### src/rtl/tcam_pkg.sv
// Shared op encodings and FSM state type for the TCAM rule writer.
package tcam_pkg;

  localparam logic [1:0] OP_WRITE = 2'b00;
  localparam logic [1:0] OP_INVAL = 2'b01;
  localparam logic [1:0] OP_CLEAR = 2'b10;

  typedef enum logic [2:0] {
    IDLE,
    KILL,
    PROG,
    ARM,
    SWEEP,
    ERR
  } state_e;

endpackage

### src/rtl/tcam_rule_writer.sv
// Host-side TCAM programmer: sequences every update as invalidate -> write -> arm
// so a half-written entry can never match.
//
// state | meaning
// IDLE  | ready for a host command
// KILL  | target entry disabled (INVALIDATE completes here)
// PROG  | storage write of value/care
// ARM   | target entry re-enabled, done
// SWEEP | CLEAR_ALL walk over every entry
// ERR   | rejected command, done+err
module tcam_rule_writer
  import tcam_pkg::*;
#(
  parameter int WIDTH = 16,
  parameter int DEPTH = 32,
  parameter int IDX_W = 5
) (
  input  logic             clk,
  input  logic             rst_n,
  input  logic             cmd_valid,
  output logic             cmd_ready,
  input  logic [1:0]       cmd_op,
  input  logic [IDX_W-1:0] cmd_index,
  input  logic [WIDTH-1:0] cmd_value,
  input  logic [WIDTH-1:0] cmd_care,
  output logic             tcam_we,
  output logic [IDX_W-1:0] tcam_index,
  output logic [WIDTH-1:0] tcam_value,
  output logic [WIDTH-1:0] tcam_care,
  output logic [DEPTH-1:0] entry_valid,
  output logic             search_hold,
  output logic             done,
  output logic             err
);

  // One extra bit so DEPTH == 2**IDX_W stays representable in the range check.
  localparam logic [IDX_W:0]   DEPTH_X = (IDX_W+1)'(DEPTH);
  localparam logic [IDX_W-1:0] LAST    = IDX_W'(DEPTH - 1);
  localparam logic [DEPTH-1:0] ONE     = DEPTH'(1);

  state_e           state_q, state_d;
  logic [1:0]       op_q, op_d;
  logic [IDX_W-1:0] idx_q, idx_d;
  logic [WIDTH-1:0] val_q, val_d;
  logic [WIDTH-1:0] care_q, care_d;
  logic [IDX_W-1:0] cnt_q, cnt_d;
  logic             tcam_we_q, tcam_we_d;
  logic [IDX_W-1:0] tcam_index_q, tcam_index_d;
  logic [WIDTH-1:0] tcam_value_q, tcam_value_d;
  logic [WIDTH-1:0] tcam_care_q, tcam_care_d;
  logic [DEPTH-1:0] ev_q, ev_d;
  logic             hold_q, hold_d;
  logic             done_q, done_d;
  logic             err_q, err_d;

  logic             cmd_in_range;
  logic [IDX_W-1:0] cnt_nxt;

  assign cmd_in_range = {1'b0, cmd_index} < DEPTH_X;
  assign cnt_nxt      = cnt_q + 1'b1;

  always_comb begin
    state_d      = state_q;
    op_d         = op_q;
    idx_d        = idx_q;
    val_d        = val_q;
    care_d       = care_q;
    cnt_d        = cnt_q;
    tcam_we_d    = 1'b0;
    tcam_index_d = tcam_index_q;
    tcam_value_d = tcam_value_q;
    tcam_care_d  = tcam_care_q;
    ev_d         = ev_q;
    hold_d       = 1'b0;
    done_d       = 1'b0;
    err_d        = 1'b0;
    case (state_q)
      IDLE: begin
        if (cmd_valid) begin
          op_d   = cmd_op;
          idx_d  = cmd_index;
          val_d  = cmd_value;
          care_d = cmd_care;
          if (cmd_op == OP_CLEAR) begin
            state_d      = SWEEP;
            cnt_d        = '0;
            tcam_we_d    = 1'b1;
            tcam_index_d = '0;
            tcam_value_d = '0;
            tcam_care_d  = '0;
            ev_d         = ev_q & ~ONE;
            hold_d       = 1'b1;
          end else if (cmd_in_range && (cmd_op == OP_WRITE || cmd_op == OP_INVAL)) begin
            state_d = KILL;
            ev_d    = ev_q & ~(ONE << cmd_index);
            hold_d  = 1'b1;
            done_d  = (cmd_op == OP_INVAL);
          end else begin
            state_d = ERR;
            done_d  = 1'b1;
            err_d   = 1'b1;
          end
        end
      end
      KILL: begin
        if (op_q == OP_WRITE) begin
          state_d      = PROG;
          tcam_we_d    = 1'b1;
          tcam_index_d = idx_q;
          tcam_value_d = val_q & care_q;
          tcam_care_d  = care_q;
          hold_d       = 1'b1;
        end else begin
          state_d = IDLE;
        end
      end
      PROG: begin
        state_d = ARM;
        ev_d    = ev_q | (ONE << idx_q);
        done_d  = 1'b1;
      end
      SWEEP: begin
        if (cnt_q == LAST) begin
          state_d = IDLE;
          done_d  = 1'b1;
        end else begin
          cnt_d        = cnt_nxt;
          tcam_we_d    = 1'b1;
          tcam_index_d = cnt_nxt;
          tcam_value_d = '0;
          tcam_care_d  = '0;
          ev_d         = ev_q & ~(ONE << cnt_nxt);
          hold_d       = 1'b1;
        end
      end
      default: state_d = IDLE;
    endcase
  end

  always_ff @(posedge clk or negedge rst_n) begin
    if (!rst_n) begin
      state_q      <= IDLE;
      op_q         <= '0;
      idx_q        <= '0;
      val_q        <= '0;
      care_q       <= '0;
      cnt_q        <= '0;
      tcam_we_q    <= 1'b0;
      tcam_index_q <= '0;
      tcam_value_q <= '0;
      tcam_care_q  <= '0;
      ev_q         <= '0;
      hold_q       <= 1'b0;
      done_q       <= 1'b0;
      err_q        <= 1'b0;
    end else begin
      state_q      <= state_d;
      op_q         <= op_d;
      idx_q        <= idx_d;
      val_q        <= val_d;
      care_q       <= care_d;
      cnt_q        <= cnt_d;
      tcam_we_q    <= tcam_we_d;
      tcam_index_q <= tcam_index_d;
      tcam_value_q <= tcam_value_d;
      tcam_care_q  <= tcam_care_d;
      ev_q         <= ev_d;
      hold_q       <= hold_d;
      done_q       <= done_d;
      err_q        <= err_d;
    end
  end

  assign cmd_ready   = (state_q == IDLE);
  assign tcam_we     = tcam_we_q;
  assign tcam_index  = tcam_index_q;
  assign tcam_value  = tcam_value_q;
  assign tcam_care   = tcam_care_q;
  assign entry_valid = ev_q;
  assign search_hold = hold_q;
  assign done        = done_q;
  assign err         = err_q;

endmodule

### config.mk
export PLATFORM = sky130hd
export DESIGN_NAME = tcam_rule_writer
export DESIGN_NICKNAME = d
export VERILOG_FILES = /design/src/rtl/tcam_pkg.sv /design/src/rtl/tcam_rule_writer.sv
export SDC_FILE = /design/constraint.sdc
export NUM_CORES = 1
export LEC_CHECK = 0
export CORE_MARGIN = 2
export CORE_UTILIZATION = 50
export CTS_CLUSTER_DIAMETER = 60
export CTS_CLUSTER_SIZE = 24
export DETAILED_ROUTE_END_ITERATION = 12
export PLACE_DENSITY = 0.86
export SYNTH_ARGS = -nofsm -noshare
export SYNTH_HDL_FRONTEND = slang
export SYNTH_SLANG_ARGS = --single-unit
### constraint.sdc
create_clock -name clk -period 7.55 [get_ports clk]
set_clock_uncertainty 0.2 [all_clocks]
set_input_delay 0.755 -clock clk [delete_from_list [all_inputs] [get_ports clk]]
set_output_delay 0.755 -clock clk [all_outputs]
set_load 0.02 [all_outputs]
==> results of run 1 <==
==> cells in the mapped netlist, drive strengths merged (5+ instances only) <==
master | number | area, um2
clkbuf | 26 | 97.6
buf | 15 | 95.1
nor2 | 27 | 101
a311oi | 8 | 70.1
nand3b | 5 | 37.5
o211ai | 9 | 67.6
nand2b | 10 | 62.6
and3 | 19 | 119
a221o | 5 | 50.1
nor3 | 6 | 30.0
nand2 | 162 | 608
or3 | 6 | 47.5
o21ai | 25 | 125
a21oi | 30 | 154
dfrtp | 120 | 3000
mux2 | 21 | 248
a31oi | 5 | 31.3
nand3 | 9 | 45.0
nor2b | 10 | 62.6
or3b | 5 | 43.8
ha | 6 | 75.1
nor3b | 8 | 70.1
inv | 27 | 101
mux2i | 17 | 170
==> sequential cells by signal (all words and copies together), names as in the netlist, 5 cells and up <==
| name | cells |
|---|---|
| care_q | 16 |
| cnt_q | 5 |
| entry_valid | 32 |
| idx_q | 5 |
| tcam_care | 16 |
| tcam_index | 5 |
| tcam_value | 16 |
| val_q | 16 |
==> metrics by stage <==
stage | instance area, um2 | util | setup WS (ns) | power [mW]
after floorplan | 5980 | - | 4.59 | 2.05
after global placement | 7180 | 0.621 | 4.35 | 2.59
after detailed placement | 7180 | 0.621 | 4.23 | 2.64
after CTS | 7720 | 0.668 | 4.14 | 3.39
after global routing | 7720 | 0.668 | 3.85 | 3.59
final | 7720 | 0.668 | 4.08 | 3.41
==> critical path: stages (launching register included) <==
cell      delay, ns
dfrtp_1        0.50
ha_1           0.64
and3_1         0.26
ha_1           0.28
nor3b_1        0.09
o21ai_1        0.24
a21boi_4       0.21
buf_4          0.49
mux2_2         0.40
==> kinds of logic (layout without fill, tap and decap cells) <==
logic type	Yosys count	count (layout)
muxes	38	38
AOI/OAI and AO/OA	114	114
adders and majority gates	6	6
DFF	120	120
buffers and inverters	68	179
and+or+nand+nor	287	287
xor gates and xnor gates	2	2
==> cell type report <==
type / instances / area, um2
sequential: 120 / 3000
inverter: 27 / 101
multi-input combinational: 447 / 2710
clock inverter: 11 / 73.8
clock buffer: 21 / 470
fill: 880 / 3840
tap: 143 / 179
timing repair buffer: 120 / 1190
==> path summary, 6_finish.rpt <==
kind,from,to,slack (ns),depth (start not counted)
worst max-delay path,cnt_q[1]$_DFFE_PN0P_,tcam_value[10]$_DFFE_PN0P_,4.08,8
worst min-delay path,rst_n,entry_valid[23]$_DFFE_PN0P_,0.07,1
worst max register to register,cnt_q[1]$_DFFE_PN0P_,tcam_value[10]$_DFFE_PN0P_,4.08,8
worst min register to register,val_q[7]$_DFFE_PN0P_,val_q[7]$_DFFE_PN0P_,0.27,2
max in group asynchronous,rst_n,op_q[0]$_DFFE_PN0P_,5.60,2
min in group clk,val_q[7]$_DFFE_PN0P_,val_q[7]$_DFFE_PN0P_,0.27,2
==> cells in the final DEF, fill, tap and decap left out, types with 10 or more instances in the layout <==
| cell | n |
|---|---|
| nand2b_1 | 10 |
| clkdlybuf4s50_1 | 114 |
| dfrtp_1 | 120 |
| inv_1 | 27 |
| nor2b_1 | 10 |
| a21oi_1 | 29 |
| nor2_1 | 27 |
| clkbuf_16 | 17 |
| o21ai_0 | 21 |
| nand2_1 | 162 |
| and3_1 | 19 |
| mux2_2 | 15 |
| mux2i_1 | 17 |
==> power by group <==
part           switching, mW  total [mW]  internal (mW)
combinational          0.885        1.52          0.636
sequential             0.244        1.15          0.907
clock                  0.292       0.735          0.443
==> metal layers <==
metal  wire length [um]  vias up  track usage
li1                   -     2384            -
met1               6990     2600        0.365
met2               8400      291        0.441
met3               1480       34       0.0632
met4                397        0        0.102
met5                  0        -            0
==> metrics list, run 1 <==
* Post-CTS repair timing setup buffer count: 0
* Share of synthesized area spent on multiplexers: 0.0699
- Post-synth ARST share: 1.00
- The netlist uses 62 different library cells.
- Each instance of the synthesized netlist takes up on average 9.42 um2.
- The floorplan step defined a die boundary enclosing 12800 um2.
- In this run the number of H-tree levels came out at 4.
- Worst min-delay path class: in2async
- Fmax: ~290 MHz
- First-pass GRT wire length: between 20000 and 30000 um
* Fraction of the mapped netlist area in adder cells: 0.0126
- Num ports: 116
- Excluding fillers, the count of instances in the completed layout stands at around 890.
* Mapped Area: 5980 um2
- After layout, the minimum clock period comes to around 3.5 ns.
* Overall die height: about 110 um
* Net total in the final layout: 781
- Number of iterations in the first detailed-routing pass: 5
- # diodes: 0
- Fraction of the mapped netlist area in compound gates: 0.130
- Headroom to the max-slew limit came out at 0.222.
- Counting every sink on the clock net gives 120.
- Worst skew pair latency: 0.42 ns
- Slew Limit Fails: 0
- In this run the tool buffered the top-level ports with 115 buffer cells.
* Power density cells: 441 nW/um2
- Global-route usage over all layers: 0.274
- Of the available clock period, the critical path in the final layout requires 0.460.
- Pin count of the biggest net entering global routing: 91
- The share of the Yosys chip area taken by registers is 0.502.
* Clock-pin slew on the worst setup and hold paths: 0.06 ns
- For this block, the via count after detailed routing is 5309.
* Maximum fanout along the worst path: 38
- Effective utilization at floorplan: 0.517
- From synthesis to final layout, the design area changed by 29.1%.
* Total overflow reported by the global router: 0
- Routability-driven placement finished with a final weighted congestion of 0.992.
- Leakage component of the power: 3.59 nW
- Number of flops mapped to enable cells by yosys: 0
- The detail route stage leaves a number of antenna-violating nets equal to 0.
- The count of final hold-check violations came to 0.
* Post-Syn Instances: 635
- Total of flip-flops plus latches after synthesis: 120
- Of the total synthesized cell area, the portion taken by XOR and XNOR cells is 0.00293.
- Number of clock buffers inserted by TritonCTS: 17
- Share of post-route cells with drive strength above 1: 0.0965
* Required time worst endpoint: approximately 7.7 ns
- Residual DRC: 0
- CTS resizes: 0
- Yosys warnings: 0
- From left edge to right edge, the die measures between 100 and 150 um.
- Top flip-flop cell by instance count after synthesis: dfrtp_1
* Count of routing violations after the opening detailed-route iteration: 622
- Run status: finished, final reports clean
- Drt wl/cell: 19.4 um
- Across the run, the number of max-cap violations was 0.
- TritonCTS built the clock tree.
- The worst-case IR drop observed on VDD is 225 uV.
- Final setup violation count: 0
- The routed design has ~17000 um of wire.
- Data arrives at the worst endpoint at 3.57 ns.
- Total negative slack: 0 ns
* Worst Setup Path Type: reg2reg
- Antenna violations before repair: 0
- In the routed layout, each cell is associated on average with a via count of around 6.
- For the pin with the worst max-slew slack, the measured transition is approximately 1.2 ns.
* Crit path capture type: flop
* Worst-case clock buffer depth: 2
- Counting every net in the synthesized netlist gives 683.
- Simple-gate share of the synthesized area: 0.234
- Hold Worst Slack: 0.0689 ns
* # hold bufs at CTS: 0
* Post-DP HPWL: 11700 um
- Area of the placeable core: 11600 um2
- Main combinational cell family by area after synthesis: simple AND/OR/NAND/NOR gates
- Setup crit start kind: flop
- Vias in the first global route: between 5000 and 6000
- Root buffer cell: clkbuf_16
* Number of placed cells counting well taps: between 800 and 900
- After floorplanning, the core was divided into 39 placement rows.
* Unrepaired setup endpoints after global routing: no
No activity file was read; power rests on OpenSTA's default activity.
==> run 2: changes to the inputs <==
CORE_UTILIZATION = 47   (was 50)
PLACE_DENSITY = 0.85   (was 0.86)
clock period = 2.8 ns   (was 7.55 ns; I/O delays follow)
==> run 2 against run 1 <==
Non-clock buffer count up 21. Sequential share of layout area down 1.3 points. Sequential power rose to 2.7 times the previous value. Global-route usage down 0.67 points. Worst hold slack better by 0.11 ns. Clock-buffer cell count down 1. Sequential cell count unchanged. Critical path depth down 5. Total power rose to 2.8 times the previous value. Register-to-register slack worse by 3.9 ns. Via count up 0.89%. Critical path type is now reg2out.
==> metrics list, run 2 (synthesis gave the netlist of run 1 again) <==
* Run status: finished, final reports clean
- Internal power consumption: about 5.7 mW
- The worst hold path was traced through 3 stages.
- The root buffer cell chosen for the clock tree is clkbuf_16.
- Across the VDD grid, the largest voltage drop is between 600 and 700 uV.
- The congestion estimate from routability-driven global placement came to 0.978.
* Met1 Routed Length: 7350 um
* Share of the core filled with cells: 0.639
- Antenna violations before repair: 0
- Row cnt: around 40
- The routed design could run at a clock period as short as 2.58 ns.
* Total negative slack: 0 ns
* # diodes: 0
- Setup violations remaining at the end of the flow were counted as 0.
- Signal routing reaches up to met4.
* Maximum level of the CTS H-tree: 4
* Most common library cell in the layout ignoring fill and taps: nand2_1
* Reg-to-Reg End: entry_valid[19]$_DFFE_PN0P_
- Hold Worst Slack: 0.183 ns
- Leading cell types in the layout, fill and taps excluded: 162 x nand2_1, 120 x dfrtp_1, 114 x clkdlybuf4s50_1
- Detailed routing placed a total of approximately 1300 um of wire on met3.
* Residual DRC: 0
- After legalization and detailed placement, the total HPWL measured between 10000 and 15000 um.
- PnR Total Power: 9.61 mW
- Fmax: 387 MHz
- Drt wl/cell: 18.9 um
- In this run the standard cell core region covers 12500 um2.
- In the final design database the tool counted 802 nets.
* Share of post-route cells with drive strength above 1: 0.119
* Final hold violation count: 0
* CTS sink cnt: 120
* Number of clock buffers inserted by TritonCTS: 17
- For this design the total switching power over the nets is 3.91 mW.
- Relative to the synthesized area, the layout overhead comes to 33.7%.
- Summing all non-filler instances in the final layout gives an area of 8000 um2.
- For the worst setup path, the data arrival time is ~2.1 ns.
* Clock-pin slew on the worst setup and hold paths: approximately 0.06 ns
* Setup crit start kind: flop
* Maximum fanout along the worst path: 16
- Worst min-delay path class: in2reg
* Switching Fraction: 0.406
* Vias: between 5000 and 6000
- The die covers 13600 um2.
- Overall die height: around 120 um
- Count of routing violations after the opening detailed-route iteration: 686
* Antenna Violating Nets Remaining: 0
* DR WL met2: 8750 um
- The finished layout holds 939 standard cells, fillers aside.
- Of the available clock period, the critical path in the final layout requires 0.923.
- First-pass GRT wire length: 27700 um
* Unrepaired setup endpoints after global routing: no
- The layout has 1008 filler cells.
- In the final layout, the multi-input gates occupy 2710 um2.
* Number of buffer cells added on primary ports: 115
- Power density cells: 1200 nW/um2
- Clock group share of total power: 0.230
* Num ports: 116
- FF-to-FF setup slack: 0.22 ns
* Pre-CTS WS: 0.249 ns
* Leakage component of the power: 3.72 nW
- Fraction of power consumed by combinational cells: 0.449
* Actual transition at the worst max-transition pin: 0.716 ns
* Setup slack of the critical path after layout: 0.216 ns
- Number of placed cells counting well taps: slightly above 900
* Global-route usage over all layers: 0.267
* Total detailed-routing wirelength: 17800 um
- The pre-antenna-repair detailed-routing pass consisted of 5 iterations.
- CTS tree: yes
* Number of flip-flops in the largest register: 32
- The startpoint identified for the worst hold timing path is cmd_value[4].
* Total overflow reported by the global router: 0
- Worst max-slew margin expressed relative to the limit: 0.520
- In this run the cell area measured after placement is 7390 um2.
- Maxcap violations: 0
* Worst Setup Path Type: reg2out
- In this run the horizontal extent of the chip is 117 um.
- Crit path capture type: output port
* Share of total power in sequential cells: 0.321
* Startpoint of the worst-slack reg-to-reg timing path: cnt_q[0]$_DFFE_PN0P_
* Slew Limit Fails: 0
* Required time worst endpoint: 2.32 ns
- Worst skew pair latency: 0.43 ns
- The number of global-route vias before repair came to 5137.
* Average via count per standard cell: 5.70
* Pin count of the biggest net entering global routing: 54
- Worst-case clock buffer depth: 2
- The worst register-to-register path has a depth of 8.
- Registers take 3000 um2.
* Effective utilization at floorplan: 0.478
- The worst hold path terminates at val_q[4]$_DFFE_PN0P_.
-- run 2: cell types whose count changed in the layout (fill, tap and decap cells not counted) --
cell | previous run | this run
buf_4 | 6 | 24
bufinv_16 | 0 | 3
buf_12 | 0 | 2
clkbuf_8 | 3 | 1
clkbuf_1 | 1 | 2
clkinv_2 | 5 | 4
clkinv_4 | 2 | 1
dlygate4sd3_1 | 0 | 1
-- run 2: worst max-delay path, cell delays in order, from the launching register on --
cell and delay (ns):
dfrtp_1 0.46, buf_4 0.24, nor3_1 0.32, clkdlybuf4s50_1 0.67
-- run 2: final cells by class --
type                       instances  area share
clock buffer                      20      0.0559
tap                              172      0.0269
sequential                       120       0.376
clock inverter                    12      0.0188
inverter                          27      0.0127
timing repair buffer             141       0.171
multi-input combinational        447       0.339
-- run 2: worst max-delay path by stage --
| stage | cells past startpoint | end | slack [ns] | startpoint |
|---|---|---|---|---|
| floorplan | 11 | tcam_index[3]$_DFFE_PN0P_ | 0.05 | cnt_q[0]$_DFFE_PN0P_ |
| global placement | 5 | entry_valid[17]$_DFFE_PN0P_ | 0.35 | cmd_index[3] |
| CTS | 3 | cmd_ready | 0.23 | state_q[2]$_DFFE_PN0P_ |
| finish | 3 | cmd_ready | 0.22 | state_q[2]$_DFFE_PN0P_ |
| detailed placement | 8 | tcam_value[3]$_DFFE_PN0P_ | 0.25 | cnt_q[0]$_DFFE_PN0P_ |
| global route | 8 | tcam_value[0]$_DFFE_PN0P_ | 0.12 | cnt_q[0]$_DFFE_PN0P_ |
-- run 2: metal layers --
metal / track usage / vias to the layer above
met1: 0.364 / 2656
met3: 0.0577 / 45
met4: 0.107 / 0
li1: - / 2429
met2: 0.420 / 226
met5: 0 / -
-- run 2: power groups by stage --
stage	Sequential (mW)	Combinational [mW]	Clock [mW]
2_1_floorplan	3.30	2.22	0
3_3_place_gp	3.03	4.18	0
3_5_place_dp	3.07	4.26	0
4_1_cts	3.06	4.31	2.22
5_1_grt	3.15	4.67	2.31
6_report	3.08	4.32	2.21
-- run 2: timing repair --
action / in CTS / in global routing
buffers inserted: 0 / 0
resized for setup: 0 / 0
hold buffers: 1 / 0
endpoints found under the hold margin: 51 / 0
==> run 3: changes to the inputs <==
CELL_PAD_IN_SITES_DETAIL_PLACEMENT = 1   (was not set)
CELL_PAD_IN_SITES_GLOBAL_PLACEMENT = 1   (was not set)
CORE_UTILIZATION = 36   (was 47)
CTS_CLUSTER_DIAMETER = not set   (was 60)
PLACE_DENSITY = 0.86   (was 0.85)
==> run 3 against run 2 <==
Critical path depth is 4 higher. Routed wire length is 16% higher. Register-to-register slack barely moved. Setup slack lost 0.00090 ns. Worst hold slack got worse by 0.0017 ns. Design area rose by 0.67%. Sequential share of layout area down 0.25 points. Maximum frequency about the same. Clock power down 2%. Critical path type is now reg2reg. Critical endpoint is now entry_valid[22]$_DFFE_PN0P_. Largest cell class unchanged. Highest routed layer unchanged.
==> metrics list, run 3 (synthesis gave the netlist of run 1 again) <==
- Share of post-route cells with drive strength above 1: 0.120
* Data arrival, critical path: approximately 2.7 ns
- Vias in the first global route: 5922
- Worst Setup Path Type: reg2reg
- Overall die height: 133 um
- Counting tap cells, the placed design contains a total of 955 instances.
- Setup violations remaining at the end of the flow were counted as 0.
- After global routing the overflow that remains totals 0.
- The tightest min-delay check is of the in2reg type.
- For this run, the number of standard cells in the final layout without fillers is 988.
- The sequential cells in the finished layout cover a total of 3000 um2.
- The H-tree was split into 4 levels.
- FILL cells: 1829
* First-pass GRT wire length: roughly 32000 um
- Counting both buffers and inverters, the worst setup path holds a total of 0.
- Across every metal layer, demand over resource in global routing totals 0.238.
- The area growth from synthesis to layout is 34.6%.
- Row cnt: 47
* Worst Hold Path Cells: 3
- The clock period could shrink to 2.58 ns.
- Dividing the detail-routed wire length by the instance count gives roughly 21 um.
* Leakage component of the power: roughly 3.7 nW
- Area of the multi-input gates: 2710 um2
- The tool flagged a number of max-cap violations equal to 0.
- Num ports: 116
- Area of the placeable core: 16400 um2
* CTS sink cnt: 120
* Final hold violation count: 0
- After detailed routing, the number of vias per cell comes to 5.57.
- Total negative slack: 0 ns
* Net total in the final layout: approximately 800
- The initial utilization of the core area, before any placement, comes to 0.364.
- The kind of cell with the highest combined delay along the critical path is compound AO/OA/AOI/OAI gates.
- Data on the critical path is required at its endpoint by 2.91 ns.
- Actual transition at the worst max-transition pin: 0.680 ns
- The register with the most flip-flops in the layout has 32 of them.
- Antenna Violating Nets Remaining: 0
- Maximum fanout along the worst path: 9
- Vias: 5508
- Worst max-slew margin expressed relative to the limit: 0.544
- The cell sitting at the root of the clock tree is a clkbuf_16.
* Delay of the slowest critical-path stage: 0.47 ns
* Unrepaired setup endpoints after global routing: no
- Residual DRC: 0
* Worst path depth: 7
* # diodes: 0
- Cells on worst reg2reg path: 7
- The first routing iteration left 382 violations.
- Die Width: between 100 and 150 um
- Number of iterations in the first detailed-routing pass: 5
- CTS tree: yes
- In the finished design, the share of the clock period the worst path needs comes to 0.923.
- Cell with the most instances on the worst path: ha_1
* Number of clock buffers inserted by TritonCTS: 17
* Slew Limit Fails: 0
- After clock tree synthesis, the setup repair step added 0 buffers.
* Area of the die: about 18000 um2
- The initial antenna violation count came to 0.
- The worst setup path is launched from a flop.
- Post-DP HPWL: between 10000 and 15000 um
- Routability-driven placement finished with a final weighted congestion of 0.898.
- Most common library cell in the layout ignoring fill and taps: nand2_1
- Worst vdd ir: 632 uV
- Total detailed-routing wirelength: just over 20000 um
- For the worst-skew pair, the clock arrives at the later sink with an insertion delay of 0.42 ns.
- After clock tree synthesis, the clock-pin slew on the worst setup and hold paths is 0.06 ns.
* Run status: finished, final reports clean
* Pin count of the biggest net entering global routing: 49
* Cell with the biggest individual delay on the critical path: dfrtp_1
* Worst-case clock buffer depth: 2
- Power spread over the standard cell area amounts to 1210 nW/um2.
* Crit path capture type: flop
- In this run the tool buffered the top-level ports with 115 buffer cells.
* Fmax: 387 MHz
* Crit path cell chain: ha_1, and3_1, ha_1, nor2b_1, o21a_1, o21ai_0, a221o_1
* Leading cell types in the layout, fill and taps excluded: 162 x nand2_1, 120 x dfrtp_1, 114 x clkdlybuf4s50_1
## run 3: cell types whose count changed in the layout (fill, tap and decap cells not counted), sizes merged
cell	change
bufinv	-1
clkinv	-1
buf	+1
clkbuf	+1
clkinvlp	+1
## run 3: repair_timing
| action | 4_1_cts | 5_1_grt |
|---|---|---|
| hold buffers | 1 | 0 |
| resized for setup | 0 | 0 |
| endpoints found under the hold margin | 40 | 0 |
## run 3: area by class of cell
type                            count  share of cell area
Clock inverter                     11              0.0152
Inverter                           27              0.0126
Clock buffer                       21              0.0572
Tap cell                          220              0.0342
Timing Repair Buffer              142               0.171
Sequential cell                   120               0.373
Multi-Input combinational cell    447               0.336
## run 3: per-layer routing
metal / vias up / global-route usage / routed length, um
met5: - / 0 / 0
met4: 0 / 0.103 / 592
met3: 57 / 0.0567 / 1250
met2: 226 / 0.406 / 10400
met1: 2784 / 0.286 / 8460
li1: 2441 / - / -
## run 3: power breakdown
group | total, mW | internal, mW | leakage [nW] | switching [mW]
sequential | 3.07 | 2.45 | 1.54 | 0.628
combinational | 4.46 | 1.85 | 1.90 | 2.61
clock | 2.17 | 1.35 | 0.275 | 0.821
## run 3: path summary, 6_finish.rpt
path / start / to / slack, ns
worst max-delay path: cnt_q[1]$_DFFE_PN0P_ / entry_valid[22]$_DFFE_PN0P_ / 0.22
worst min-delay path: cmd_value[11] / val_q[11]$_DFFE_PN0P_ / 0.18
worst max register to register: cnt_q[1]$_DFFE_PN0P_ / entry_valid[22]$_DFFE_PN0P_ / 0.22
worst min register to register: val_q[12]$_DFFE_PN0P_ / val_q[12]$_DFFE_PN0P_ / 0.27
max in group asynchronous: rst_n / tcam_care[13]$_DFFE_PN0P_ / 1.33
min in group asynchronous: rst_n / tcam_care[5]$_DFFE_PN0P_ / 0.22
## run 3: per-stage QoR
stage | util | power (mW) | setup slack [ns] | area, um2 | hold WS, ns
global placement | 0.455 | 7.29 | 0.331 | 7460 | 0.111
CTS | 0.491 | 9.73 | 0.254 | 8050 | 0.172
finish | 0.491 | 9.71 | 0.216 | 8050 | 0.181
detailed placement | 0.455 | 7.46 | 0.268 | 7460 | 0.111
global route | 0.491 | 10.2 | 0.0933 | 8050 | 0.201
floorplan | - | 5.52 | 0.0455 | 5980 | -0.216
## run 3: worst reg2reg max path, cell delays in order, from the launching register on
cell,delay [ns]
dfrtp_1,0.47
ha_1,0.24
and3_1,0.15
ha_1,0.24
nor2b_1,0.23
o21a_1,0.41
o21ai_0,0.21
a221o_1,0.32
==> edit 1, RTL diff (settings of run 3) <==
Encoding of `state_e`: now one-hot (6 bits for 6 states).
--- a/src/rtl/tcam_pkg.sv
+++ b/src/rtl/tcam_pkg.sv
@@ -6,11 +6,11 @@
   localparam logic [1:0] OP_CLEAR = 2'b10;
 
-  typedef enum logic [2:0] {
-    IDLE,
-    KILL,
-    PROG,
-    ARM,
-    SWEEP,
-    ERR
+  typedef enum logic [5:0] {
+    IDLE  = 6'b000001,
+    KILL  = 6'b000010,
+    PROG  = 6'b000100,
+    ARM   = 6'b001000,
+    SWEEP = 6'b010000,
+    ERR   = 6'b100000
   } state_e;
 
Formal check against the unedited RTL: same outputs for any inputs over 4 cycles, from zero or initial values and one cycle with rst_n low; so few cycles prove little.
==> edit 1 against run 3 <==
  * Non-clock buffer count fell by 8
  * Largest cell class unchanged
  * Final area rose by 1.1%
  * Hold slack improved by 84 ps
  * Global-route usage fell by 1.9 points
  * Total power fell by 12%
  * Sequential share of layout area rose by 0.53 points
  * Setup slack got worse by 79 ps
  * Core utilization barely moved
  * Clock power rose by 9.7%
  * Routed wire length fell by 8.4%
  * Sequential cell count rose by 3
  * Area after synthesis rose by 1.9%
  * Register-to-register slack got worse by 20 ps
==> edit 1: results (changes against run 3) <==
[drt]
wl_per_cell_um=20.67  ; -1.4%
drt_pass1_iterations=4  ; -1
first_iter_violations=322  ; -16%

[setup_path]
reg2reg_to=tcam_care[13]
criticalPathCategory=register to primary output
r2r_cells=5  ; -2
cp_max_fo=6  ; -3
r2r_setup_slack_ps=200  ; -20 ps
cp-endpoint=cmd_ready

[logic_synthesis]
synth-xor-area-share=0.007188  ; +0.004259
syn_nets=618  ; -9.5%
synth_mux_area_frac=0.1368  ; +0.06689
yosys-top-cells-area=dfrtp_1, mux2_2, a21oi_1
synth.yosys.seq_area_share=0.5054  ; +0.003245
synth_compound_area_frac=0.1409  ; +0.01137
synthAdderAreaFrac=0.01232  ; -0.0002321

[power]
seqPwrFrac=0.344  ; +0.027
cellPowerDensity_nw_per_um2=1051  ; -13%
pg_comb_mw=3.23  ; -28%
p_sw_frac=0.3715  ; -0.04680

[placed_design]
routabilityCongestion=0.8765  ; -2.4%
dp_hpwl_um=13300  ; -3.8%
placed_area_sq_um=7486  ; +0.39%

[global_route]
grt_start_max_net_pins=124  ; +150%
grt_usage=0.2189  ; -0.01899
first_global_vias=5370  ; -9.3%

[finish]
layout.nets=733  ; -8.7%
drive_above_1_share=0.1648  ; +0.04496
fill_cells=1788  ; -2.2%

[hold_path]
hold_depth=2  ; -1
hold_end=val_q[7]

[timing]
tightestPinTransition_ps=714.5  ; +34.29 ps

[status]
status=finished clean

edit 1: changes by cell type in the layout (fill, tap and decap cells not counted), sizes merged, moves of 7 or more:
cell / change
mux2i: +19
nand2: -104
inv: +21
buf: -8
a21oi: +42
o211ai: -7
and3: -14
nand3: +12
mux2: +21
o21ai: -17
a31oi: +16
nor2: -20
edit 1: kinds of logic (layout without fill, tap and decap cells):
family	count (synthesis)	after routing
AND/OR/NAND/NOR	143	143
adder cells (fa/ha/maj)	6	6
AO/OA/AOI/OAI	134	134
flip-flops	123	123
multiplexers	78	78
XOR/XNOR	5	5
buffers and inverters	81	209
edit 1: layer usage:
layer  track usage  routed length, um  vias to the layer above
li1              -                  -                     2243
met4       0.05673                295                        0
met3       0.05442               1016                       24
met1        0.2739               7854                     2545
met5             0                  0                        -
met2        0.3798               9805                      153
edit 1: through the flow:
step | total power, mW | hold WS (ps) | worst slack [ps] | cells
global route | 8.960 | 270.8 | 25.91 | 918
detailed placement | 6.154 | 252.1 | 197.3 | 884
finish | 8.552 | 264.6 | 136.3 | 918
global placement | 5.956 | 227.8 | 348.4 | 884
floorplan | 4.824 | -215.6 | 172.2 | 570
CTS | 8.607 | 254.6 | 114.5 | 918
edit 1: critical path, stage by stage, from the launching register on:
cell,delay (ps)
dfstp_2,570
nor2b_1,280
nand2_1,110
inv_1,170
clkdlybuf4s50_1,630
edit 1: layout make-up:
cell class / count / area share
Clock inverter: 15 / 0.02583
Tap cell: 220 / 0.03382
Sequential cell: 123 / 0.3783
Multi-Input combinational cell: 366 / 0.3264
Clock buffer: 17 / 0.05227
Inverter: 43 / 0.01983
Timing Repair Buffer: 134 / 0.1636
edit 1: what timing repair did:
action / CTS / global route
setup buffers: 1 / 0
endpoints found under the setup margin: 1 / 0
hold endpoints to repair: 122 / 0
hold buffers: 1 / 0
==> edit 2, RTL diff (flow settings as in run 3) <==
Without the edit above. `WIDTH`: 16 -> 14.
--- a/src/rtl/tcam_rule_writer.sv
+++ b/src/rtl/tcam_rule_writer.sv
@@ -12,5 +12,5 @@
   import tcam_pkg::*;
 #(
-  parameter int WIDTH = 16,
+  parameter int WIDTH = 14,
   parameter int DEPTH = 32,
   parameter int IDX_W = 5
Interface: changed (resized cmd_care, cmd_value, tcam_care and tcam_value); port bits go from 116 to 108. No check against the original RTL was run, so the function may have changed too.
==> edit 2 against run 3 <==
  * Synthesized cell count shrank 16%
  * Critical path depth fell by 4
  * Routed wire length is 11% lower
  * Combinational power is 4% lower
  * Setup slack got worse by 58 ps
  * Final area decreased by 8.7%
  * Total power fell by 12%
  * Sequential share of layout area up 0.85 points
  * Sequential cell count fell by 8
  * Global-route usage fell by 1.0 points
  * Area after synthesis shrank 4.9%
==> edit 2: results (changes against run 3) <==
[status]
status=finished clean

[drt]
drc=0  ; unchanged
vias_per_cell=5.562  ; -0.24%
num_vias=4772  ; -13%
first_iter_violations=395  ; +3.4%

[finish]
multi_input_area_share=0.3553  ; +0.01885
buf_share=0.1736  ; +0.002310
buffers=131  ; -7.7%
clock_buffers=10  ; -52%
inverters=25  ; -7.4%
fill_cells=1684  ; -7.9%
clock_area_frac=0.04084  ; -0.03158
layout.nets=687  ; -14%
seq_share=0.3816  ; +0.008534
drive_above_1_share=0.1654  ; +0.04559
layout.comb_gates.multi_input=364  ; -19%
fin_util=0.4801  ; -0.01059

[logic_synthesis]
ys_types=56  ; -9.7%
synthTopCellsByCount=dfrtp_1, a21oi_1, nand2_1
synth.yosys.seq_area_share=0.4930  ; -0.009239
yosys-top-cells-area=dfrtp_1, mux2_2, a21oi_1
syn_inst=535  ; -16%
syn_nets=579  ; -15%

[power]
p_seq_mw=2.92  ; -5%
cellPowerDensity_nw_per_um2=1161  ; -3.8%
internal-power_mw=4.939  ; -13%
vdd_drop_max_mv=0.5374  ; -15%

[setup_path]
r2r_cells=8  ; +1
crit_path_top_delay_cell=clkdlybuf4s50_1
reg2reg_to=tcam_value[3]
cp_max_fo=14  ; +5
cpLargestDelayFamily=buffers and inverters
cp-endpoint=cmd_ready
crit_path_start=state_q[0]
cp_num_buf_inv=2  ; +2
max_stage_delay_ps=650  ; +180 ps

[clocking]
clk_latency_ps=360  ; -60 ps
clock-sinks=112  ; -6.7%
numCtsBuffers=9  ; -8
htreeDepth=3  ; -1
cts_buffer_depth=2  ; unchanged

[placed_design]
io_buffer_count=107  ; -7.0%
post-place-ws_ps=216.9  ; -51.15 ps
placed_area_sq_um=7039  ; -5.6%
placed_cells_incl_taps=842  ; -12%
dp_hpwl_um=13290  ; -3.9%
routabilityCongestion=0.9156  ; +1.9%

[die]
taps=211  ; -4.1%

[global_route]
grt_start_max_net_pins=48  ; -2.0%
grt_usage=0.2274  ; -0.01049

[timing]
min_period_ps=2642  ; +57.82 ps
whs_ps=266.4  ; +85.42 ps
slew_headroom=0.3387  ; -0.2048

[hold_path]
hold_class=input port to asynchronous set/reset pin

[edit 2: cell types whose count changed after synthesis, sizes merged, moves of 6 or more]
cell,delta
a21oi,+26
a311oi,+8
a31oi,+11
clkbuf,-12
dfrtp,-8
mux2,+32
nand2,-115
nand2b,-8
nand3,-6
o211ai,-9
[edit 2: kinds of logic (layout without fill, tap and decap cells)]
group / Yosys count / after routing / share of synthesized area
flops: 112 / 112 / 0.4930
simple gates: 147 / 147 / 0.1437
mux: 67 / 67 / 0.1395
xor+xnor: 2 / 2 / 0.003082
buf+inv: 59 / 171 / 0.04863
compound gates: 142 / 142 / 0.1589
fa+ha+maj: 6 / 6 / 0.01320
[edit 2: layer usage]
metal	up-vias	part of all wire	track usage
met5	-	0	0
met4	0	0.017	0.07337
met3	28	0.072	0.04583
met2	193	0.48	0.3739
met1	2412	0.43	0.3023
li1	2139	-	-
[edit 2: repair_timing]
action	CTS	global route
hold buffers	1	0
gates resized for setup	0	2
setup endpoints to repair	0	1
hold endpoints to repair	42	0
